## src/rtl/fb_pkg.sv

```systemverilog
// Shared mode codes, prefetch FSM encoding and default pixel width for the frame buffer.
package fb_pkg;

    localparam logic [7:0] MODE_IDLE = 8'h01;
    localparam logic [7:0] MODE_RECV = 8'h02;
    localparam logic [7:0] MODE_DISP = 8'h03;

    localparam int unsigned PIX_W_DEFAULT = 12;

    typedef enum logic [0:0] {
        StPfIdle,
        StPfRun
    } pf_state_e;

    // Any other mode code leaves the previous mode in force.
    function automatic logic is_mode(input logic [7:0] m);
        return (m == MODE_IDLE) || (m == MODE_RECV) || (m == MODE_DISP);
    endfunction

endpackage

```

## src/rtl/line_bank.sv

```systemverilog
// Ping-pong pair of W-entry line buffers: the back bank is written, the front bank is read
// asynchronously, and swap_i exchanges their roles at the next clock.
module line_bank #(
    parameter int unsigned W     = 50,
    parameter int unsigned PIX_W = 12,
    parameter int unsigned IDX_W = 6
) (
    input  logic             clk,
    input  logic             rst_n,
    input  logic             swap_i,
    input  logic             wr_en_i,
    input  logic [IDX_W-1:0] wr_idx_i,
    input  logic [PIX_W-1:0] wr_data_i,
    input  logic [IDX_W-1:0] rd_idx_i,
    output logic [PIX_W-1:0] rd_data_o
);

    logic sel_q, sel_d;
    logic [PIX_W-1:0] mem0 [W];
    logic [PIX_W-1:0] mem1 [W];

    always_comb begin
        sel_d = swap_i ? ~sel_q : sel_q;
    end

    always_ff @(posedge clk) begin
        if (!rst_n) begin
            sel_q <= 1'b0;
        end else begin
            sel_q <= sel_d;
        end
    end

    // sel_q = 0: front is mem0, back is mem1.
    always_ff @(posedge clk) begin
        if (wr_en_i) begin
            if (sel_q) begin
                mem0[wr_idx_i] <= wr_data_i;
            end else begin
                mem1[wr_idx_i] <= wr_data_i;
            end
        end
    end

    assign rd_data_o = sel_q ? mem1[rd_idx_i] : mem0[rd_idx_i];

endmodule

```

## src/rtl/spram_frame_buf.sv

```systemverilog
// Frame-buffer controller: streams a W x H image into SPRAM, then prefetches rows into a
// ping-pong line buffer for VGA. Optional FB_TEST_PATTERN_EN shows colour bars with no image.
module spram_frame_buf
    import fb_pkg::*;
#(
    parameter int unsigned W        = 50,
    parameter int unsigned H        = 40,
    parameter int unsigned PIX_W    = PIX_W_DEFAULT,
    parameter int unsigned ADDR_W   = 15,
    parameter int unsigned STARTCOL = 0
) (
    input  logic              clk,
    input  logic              rst_n,
    input  logic [7:0]        state,
    input  logic              rx_valid,
    input  logic [PIX_W-1:0]  rx_data,
    input  logic              display_valid,
    input  logic [9:0]        x_addr,
    input  logic              line_req,
    output logic [PIX_W-1:0]  pixel_data,
    output logic              image_receiving,
    output logic              image_complete,
    output logic              prefetch_busy,
    output logic              line_overrun,
    output logic [7:0]        cur_row,
    output logic [ADDR_W-1:0] spram_addr,
    output logic [PIX_W-1:0]  spram_wr_data,
    output logic              spram_wre,
    output logic              spram_ce,
    input  logic [PIX_W-1:0]  spram_rd_data
);

    localparam int unsigned IDX_W = (W > 1) ? $clog2(W) : 1;
    localparam int unsigned CNT_W = IDX_W + 1;
    localparam logic [ADDR_W-1:0] LAST_PIX = ADDR_W'(W * H - 1);

    logic [7:0]        mode_q, mode_d, eff_mode;
    logic              entering;
    pf_state_e         pf_state_q, pf_state_d;
    logic [CNT_W-1:0]  pf_cnt_q, pf_cnt_d;
    logic [ADDR_W-1:0] pf_base_q, pf_base_d;
    logic [7:0]        pf_row_q, pf_row_d, next_row;
    logic [7:0]        cur_row_q, cur_row_d;
    logic [ADDR_W-1:0] pix_cnt_q, pix_cnt_d;
    logic              recv_q, recv_d;
    logic              done_q, done_d;
    logic              ovr_q, ovr_d;
    logic [ADDR_W-1:0] addr_q, addr_d;
    logic [PIX_W-1:0]  wdata_q, wdata_d;
    logic              wre_q, wre_d;
    logic              ce_q, ce_d;
    logic              swap, bank_we;
    logic [PIX_W-1:0]  front_pix;

    always_comb begin
        eff_mode = is_mode(state) ? state : mode_q;
        entering = (eff_mode != mode_q);
        next_row = (pf_row_q == 8'(H - 1)) ? 8'd0 : pf_row_q + 8'd1;

        mode_d     = eff_mode;
        pf_state_d = pf_state_q;
        pf_cnt_d   = pf_cnt_q;
        pf_base_d  = pf_base_q;
        pf_row_d   = pf_row_q;
        cur_row_d  = cur_row_q;
        pix_cnt_d  = pix_cnt_q;
        recv_d     = recv_q;
        done_d     = done_q;
        ovr_d      = ovr_q;
        addr_d     = addr_q;
        wdata_d    = wdata_q;
        wre_d      = 1'b0;
        ce_d       = 1'b1;
        swap       = 1'b0;
        bank_we    = 1'b0;

        case (eff_mode)
            MODE_IDLE: begin
                recv_d     = 1'b0;
                done_d     = 1'b0;
                ovr_d      = 1'b0;
                pix_cnt_d  = '0;
                cur_row_d  = '0;
                pf_row_d   = '0;
                pf_cnt_d   = '0;
                pf_state_d = StPfIdle;
            end
            MODE_RECV: begin
                pf_state_d = StPfIdle;
                recv_d     = !done_q;
                if (rx_valid && !done_q) begin
                    addr_d  = pix_cnt_q;
                    wdata_d = rx_data;
                    wre_d   = 1'b1;
                    if (pix_cnt_q == LAST_PIX) begin
                        done_d    = 1'b1;
                        recv_d    = 1'b0;
                        pix_cnt_d = '0;
                    end else begin
                        pix_cnt_d = pix_cnt_q + ADDR_W'(1);
                    end
                end
            end
            MODE_DISP: begin
                recv_d = 1'b0;
                // Run cycle j presents address base+j and captures the data of base+j-1.
                if (pf_state_q == StPfRun) begin
                    bank_we = (pf_cnt_q != '0);
                    if (pf_cnt_q == CNT_W'(W)) begin
                        pf_state_d = StPfIdle;
                    end else begin
                        pf_cnt_d = pf_cnt_q + CNT_W'(1);
                        if (pf_cnt_q < CNT_W'(W - 1)) begin
                            addr_d = pf_base_q + ADDR_W'(pf_cnt_q) + ADDR_W'(1);
                        end
                    end
                end
                if (entering) begin
                    if (done_q) begin
                        pf_row_d   = '0;
                        pf_base_d  = '0;
                        addr_d     = '0;
                        pf_cnt_d   = '0;
                        pf_state_d = StPfRun;
                    end
                end else if (line_req && done_q) begin
                    if (pf_state_q == StPfRun) begin
                        ovr_d = 1'b1;
                    end else begin
                        swap       = 1'b1;
                        cur_row_d  = pf_row_q;
                        pf_row_d   = next_row;
                        pf_base_d  = ADDR_W'(next_row) * ADDR_W'(W);
                        addr_d     = ADDR_W'(next_row) * ADDR_W'(W);
                        pf_cnt_d   = '0;
                        pf_state_d = StPfRun;
                    end
                end
            end
            default: begin
            end
        endcase
    end

    always_ff @(posedge clk) begin
        if (!rst_n) begin
            mode_q     <= MODE_IDLE;
            pf_state_q <= StPfIdle;
            pf_cnt_q   <= '0;
            pf_base_q  <= '0;
            pf_row_q   <= '0;
            cur_row_q  <= '0;
            pix_cnt_q  <= '0;
            recv_q     <= 1'b0;
            done_q     <= 1'b0;
            ovr_q      <= 1'b0;
            addr_q     <= '0;
            wdata_q    <= '0;
            wre_q      <= 1'b0;
            ce_q       <= 1'b1;
        end else begin
            mode_q     <= mode_d;
            pf_state_q <= pf_state_d;
            pf_cnt_q   <= pf_cnt_d;
            pf_base_q  <= pf_base_d;
            pf_row_q   <= pf_row_d;
            cur_row_q  <= cur_row_d;
            pix_cnt_q  <= pix_cnt_d;
            recv_q     <= recv_d;
            done_q     <= done_d;
            ovr_q      <= ovr_d;
            addr_q     <= addr_d;
            wdata_q    <= wdata_d;
            wre_q      <= wre_d;
            ce_q       <= ce_d;
        end
    end

    line_bank #(
        .W     (W),
        .PIX_W (PIX_W),
        .IDX_W (IDX_W)
    ) u_line_bank (
        .clk       (clk),
        .rst_n     (rst_n),
        .swap_i    (swap),
        .wr_en_i   (bank_we),
        .wr_idx_i  (IDX_W'(pf_cnt_q - CNT_W'(1))),
        .wr_data_i (spram_rd_data),
        .rd_idx_i  (IDX_W'(x_addr - 10'(STARTCOL))),
        .rd_data_o (front_pix)
    );

`ifdef FB_TEST_PATTERN_EN
    localparam int unsigned BAR_W = (W / 8 > 0) ? W / 8 : 1;
    localparam int unsigned CH_W  = PIX_W / 3;
    logic [9:0] col;
    logic [9:0] bar_idx;
    logic [2:0] bar;
`endif

    always_comb begin
        pixel_data = '0;
`ifdef FB_TEST_PATTERN_EN
        col     = x_addr - 10'(STARTCOL);
        bar_idx = col / 10'(BAR_W);
        bar     = (bar_idx > 10'd7) ? 3'd7 : bar_idx[2:0];
`endif
        if (display_valid && (x_addr >= 10'(STARTCOL)) &&
            ({1'b0, x_addr} < 11'(STARTCOL + W))) begin
            if ((eff_mode == MODE_DISP) && !done_q) begin
`ifdef FB_TEST_PATTERN_EN
                pixel_data[3*CH_W-1:0] = {{CH_W{bar[2]}}, {CH_W{bar[1]}}, {CH_W{bar[0]}}};
`endif
            end else begin
                pixel_data = front_pix;
            end
        end
    end

    assign image_receiving = recv_q;
    assign image_complete  = done_q;
    assign prefetch_busy   = (pf_state_q == StPfRun);
    assign line_overrun    = ovr_q;
    assign cur_row         = cur_row_q;
    assign spram_addr      = addr_q;
    assign spram_wr_data   = wdata_q;
    assign spram_wre       = wre_q;
    assign spram_ce        = ce_q;

endmodule

```

## config.mk

```make
export PLATFORM = sky130hd
export DESIGN_NAME = spram_frame_buf
export DESIGN_NICKNAME = d
export VERILOG_FILES = /design/src/rtl/fb_pkg.sv /design/src/rtl/line_bank.sv /design/src/rtl/spram_frame_buf.sv
export SDC_FILE = /design/constraint.sdc
export NUM_CORES = 1
export LEC_CHECK = 0
export ABC_AREA = 0
export CAP_MARGIN = 20
export CORE_UTILIZATION = 25
export CTS_BUF_LIST = sky130_fd_sc_hd__clkbuf_2 sky130_fd_sc_hd__clkbuf_4 sky130_fd_sc_hd__clkbuf_8
export CTS_CLUSTER_SIZE = 40
export DETAILED_ROUTE_END_ITERATION = 16
export DONT_BUFFER_PORTS = 1
export HOLD_SLACK_MARGIN = 0.08
export SLEW_MARGIN = 10
export SYNTH_ARGS = -nofsm -noshare
export SYNTH_HDL_FRONTEND = slang
export SYNTH_HIERARCHICAL = 1
export SYNTH_SLANG_ARGS = --single-unit
```

## constraint.sdc

```tcl
create_clock -name clk -period 4.5 [get_ports clk]
set_input_delay 0.45 -clock clk [delete_from_list [all_inputs] [get_ports clk]]
set_output_delay 0.45 -clock clk [all_outputs]
set_load 0.01 [all_outputs]
```

==> impl_metrics.toml <==
[synth]
synth_top_flop_cell = "edfxtp_1"
syn_nets = 3090
synth_edf_count = 1200
synth.ff_latch_count = 1292
synth_area_per_cell_um2 = 17.7
synth_cells = 2998
synthArstFlopShare_pct = 0
yosys_warnings = 6
ys_seq_area_share_pct = 71.2
ys_types = 88
netlist_area_um2 = 53200

[cells_and_area]
layout_commonest_cell = "edfxtp_1"
finalNonFillerCells = 6192
most-common-layout-cells = "edfxtp_1 (1,200), mux4_2 (238), clkbuf_8 (194), nand2_1 (174), mux2i_1 (171)"
syn_to_final_growth_pct = 15.1
post-route-util_pct = 29.1
layout-drive-gt1-share_pct = 22.9
final_area_um2 = 61200
n_fill_cell = 20600
nets = 3322

[power]
p_total_uw = 23600
p_seq_share_pct = 55.7
swShare_pct = 21.9
leakagePower_uw = 0.0195
p_sw_uw = 5170
powerDensity_nw_per_um2 = 385
internal_power_uw = 18400
comb_power_share_pct = 4.1
clkPwrFrac_pct = 40.2
ir_worst_vdd_mv = 0.258

[detailed_routing]
drt_iter0_drc = 3671
avgViaCountPerCell = 4.76
wire_per_inst_um = 22.9
vias = 29500
wirelength_um = 142000
drc_errors = 0
drtAntennaViolNets = 0
dr.pass1.iters = 6

[worst_setup_path]
worstSetupEndpointType = "output port"
worstSetupEndpoint = "pixel_data[10]"
reg2reg_from = "pf_row_q[0]"
slowest_delay_ns = 0.81
path_cells = "and2_1 > a22oi_1 > nand2_1 > a2111oi_1 > a22oi_1 > o211ai_1 > and2_1"
r2r-end = "spram_addr[11]"
path_depth = 7
cp_top_family = "compound AO/OA/AOI/OAI gates"
reg2reg_depth = 15
cp_max_fo = 305
startpoint = "x_addr[0]"
path_class = "primary input to output port"
critPathArrivalTime_ns = 4.13
crit_required_ns = 4.05
crit_buf_inv = 0
reg2reg_slack_ns = 0.32
start_kind = "primary input"
slowest_stage = "a2111oi_1"

[sta]
finClkSkew_ns = 0.0578
hold_viol = 0
setup_ws_ns = -0.0807
clock.fmax_ghz = 0.218
tightestPinTransition_ns = 1.39
maxSlewViolCount = 0
final.period_utilization_pct = 102
setup_viol = 1
grt_setup_unrepaired = "no"
relSlewSlack_pct = 7.07
fin_crit_ns = 4.58

[floorplanning]
num_rows = 168
die_area_um2 = 215000
start_util_pct = 25.3
core_area_um2 = 210000
die_w_um = 463
die_h_um = 463
ios = 100

[clock_tree]
ctsLongestPathBuffers = 3
clock_sinks = 1292
cts.clk_slew.worst_paths_ns = 0.05
cts_buffers = 189
h-tree-depth = 4
ctsRootBufferMaster = "clkbuf_8"
cts_tree = "built"
clock_latency_ns = 0.93

[outcome]
status = "complete, but fails checks"
violations = "negative setup slack"

[placed_design]
postPlaceCellArea_um2 = 56800
place_inst = 5798
portBuffers = 0
globalplace.congestion = 0.880
dp_hpwl_um = 83200

[grt]
grtUsageTotal_pct = 12.9
antenna_found_initial = 4
grt_pass1_vias = 29100
grt_max_degree = 306
grt-ovfl-total = 0
grt_pass1_wl_um = 206000

[flow_run]
cap_violations = 0

[worst_hold_path]
hold_class = "primary input to flop"
metrics by stage:
step,worst slack [ns],hold slack [ns],setup TNS [ns]
final,-0.0807,0.177,-0.0807
after CTS,0.236,0.0969,0
after global placement,0.293,0.453,0
after global routing,0.0549,0.178,0
after floorplan,0.340,0.436,0
after detailed placement,0.242,0.472,0
power by group through the flow:
stage	registers (uW)	logic [uW]	clock network (uW)
finish	13100	963	9480
global route	13100	995	10200
CTS	13100	949	9670
detailed placement	13400	689	0
global placement	13400	689	0
floorplan	13400	643	0
sequential cells by signal (all words and copies together), names as in the netlist, 7 cells and up:
name	cells
u_line_bank/mem1	600
pix_cnt_q	15
spram_wr_data	12
mode_q	8
pf_base_q	13
spram_addr	15
cur_row	8
u_line_bank/mem0	600
pf_cnt_q	7
pf_row_q	8
synthesized netlist by cell type (41+ instances only):
cell	instances	share of area (%)
a21oi_1	107	1.0
a22oi_1	52	0.73
buf_2	41	0.39
clkbuf_1	58	0.41
dfxtp_1	92	3.5
edfxtp_1	1200	68
ha_1	41	0.96
mux2i_1	171	3.2
mux4_2	238	10
nand2_1	174	1.2
nand3_1	65	0.61
nor2_1	158	1.1
o21ai_0	51	0.48
worst min-delay path: stages:
cell     delay [ns]
nor2b_1        0.21
nand4_1        0.16
a21o_1         0.12
a21oi_1        0.06
per-layer routing:
metal	share of wire, %	vias up	routed length, um	global-route usage, %
li1	-	12600	-	-
met1	43	15300	61000	18.2
met2	45	1352	63600	19.4
met3	9.3	231	13200	3.00
met4	2.9	0	4110	4.61
met5	0	-	0	0
kinds of logic after synthesis:
kind of cell,count (synthesis),share of synthesized area (%)
DFF,1292,71.2
xor gates and xnor gates,27,0.445
other,1,0.00705
AOI/OAI and AO/OA,408,5.22
muxes,449,14.4
and+or+nand+nor,584,5.22
adders and majority gates,45,1.12
buffers and inverters,192,2.37
worst min path at each step:
stage / to / slack (ns) / startpoint / depth (start not counted)
finish: pix_cnt_q[3] / 0.18 / rx_valid / 4
global route: pix_cnt_q[3] / 0.18 / rx_valid / 4
CTS: pix_cnt_q[3] / 0.1 / rx_valid / 4
detailed placement: mode_q[7] / 0.47 / mode_q[7] / 1
global placement: pf_base_q[2] / 0.45 / pf_base_q[2] / 2
floorplan: pf_base_q[3] / 0.44 / pf_base_q[3] / 2
what timing repair did:
item,4_1_cts,5_1_grt
buffers inserted,0,0
hold buffers,45,0
resized for setup,0,1
endpoints found under the setup margin,0,3
hold endpoints to repair,1290,0
area by class of cell:
type | instances | area, um^2 | share of cell area, %
multi-input combinational | 1514 | 14100 | 23.0
sequential | 1292 | 37900 | 61.9
clock buffer | 268 | 3230 | 5.27
antenna | 3 | 7.51 | 0.0123
clock inverter | 77 | 524 | 0.857
inverter | 26 | 97.6 | 0.159
timing repair buffer | 207 | 1900 | 3.10
tap | 2805 | 3510 | 5.73
No activity file was read; power rests on OpenSTA's default activity.
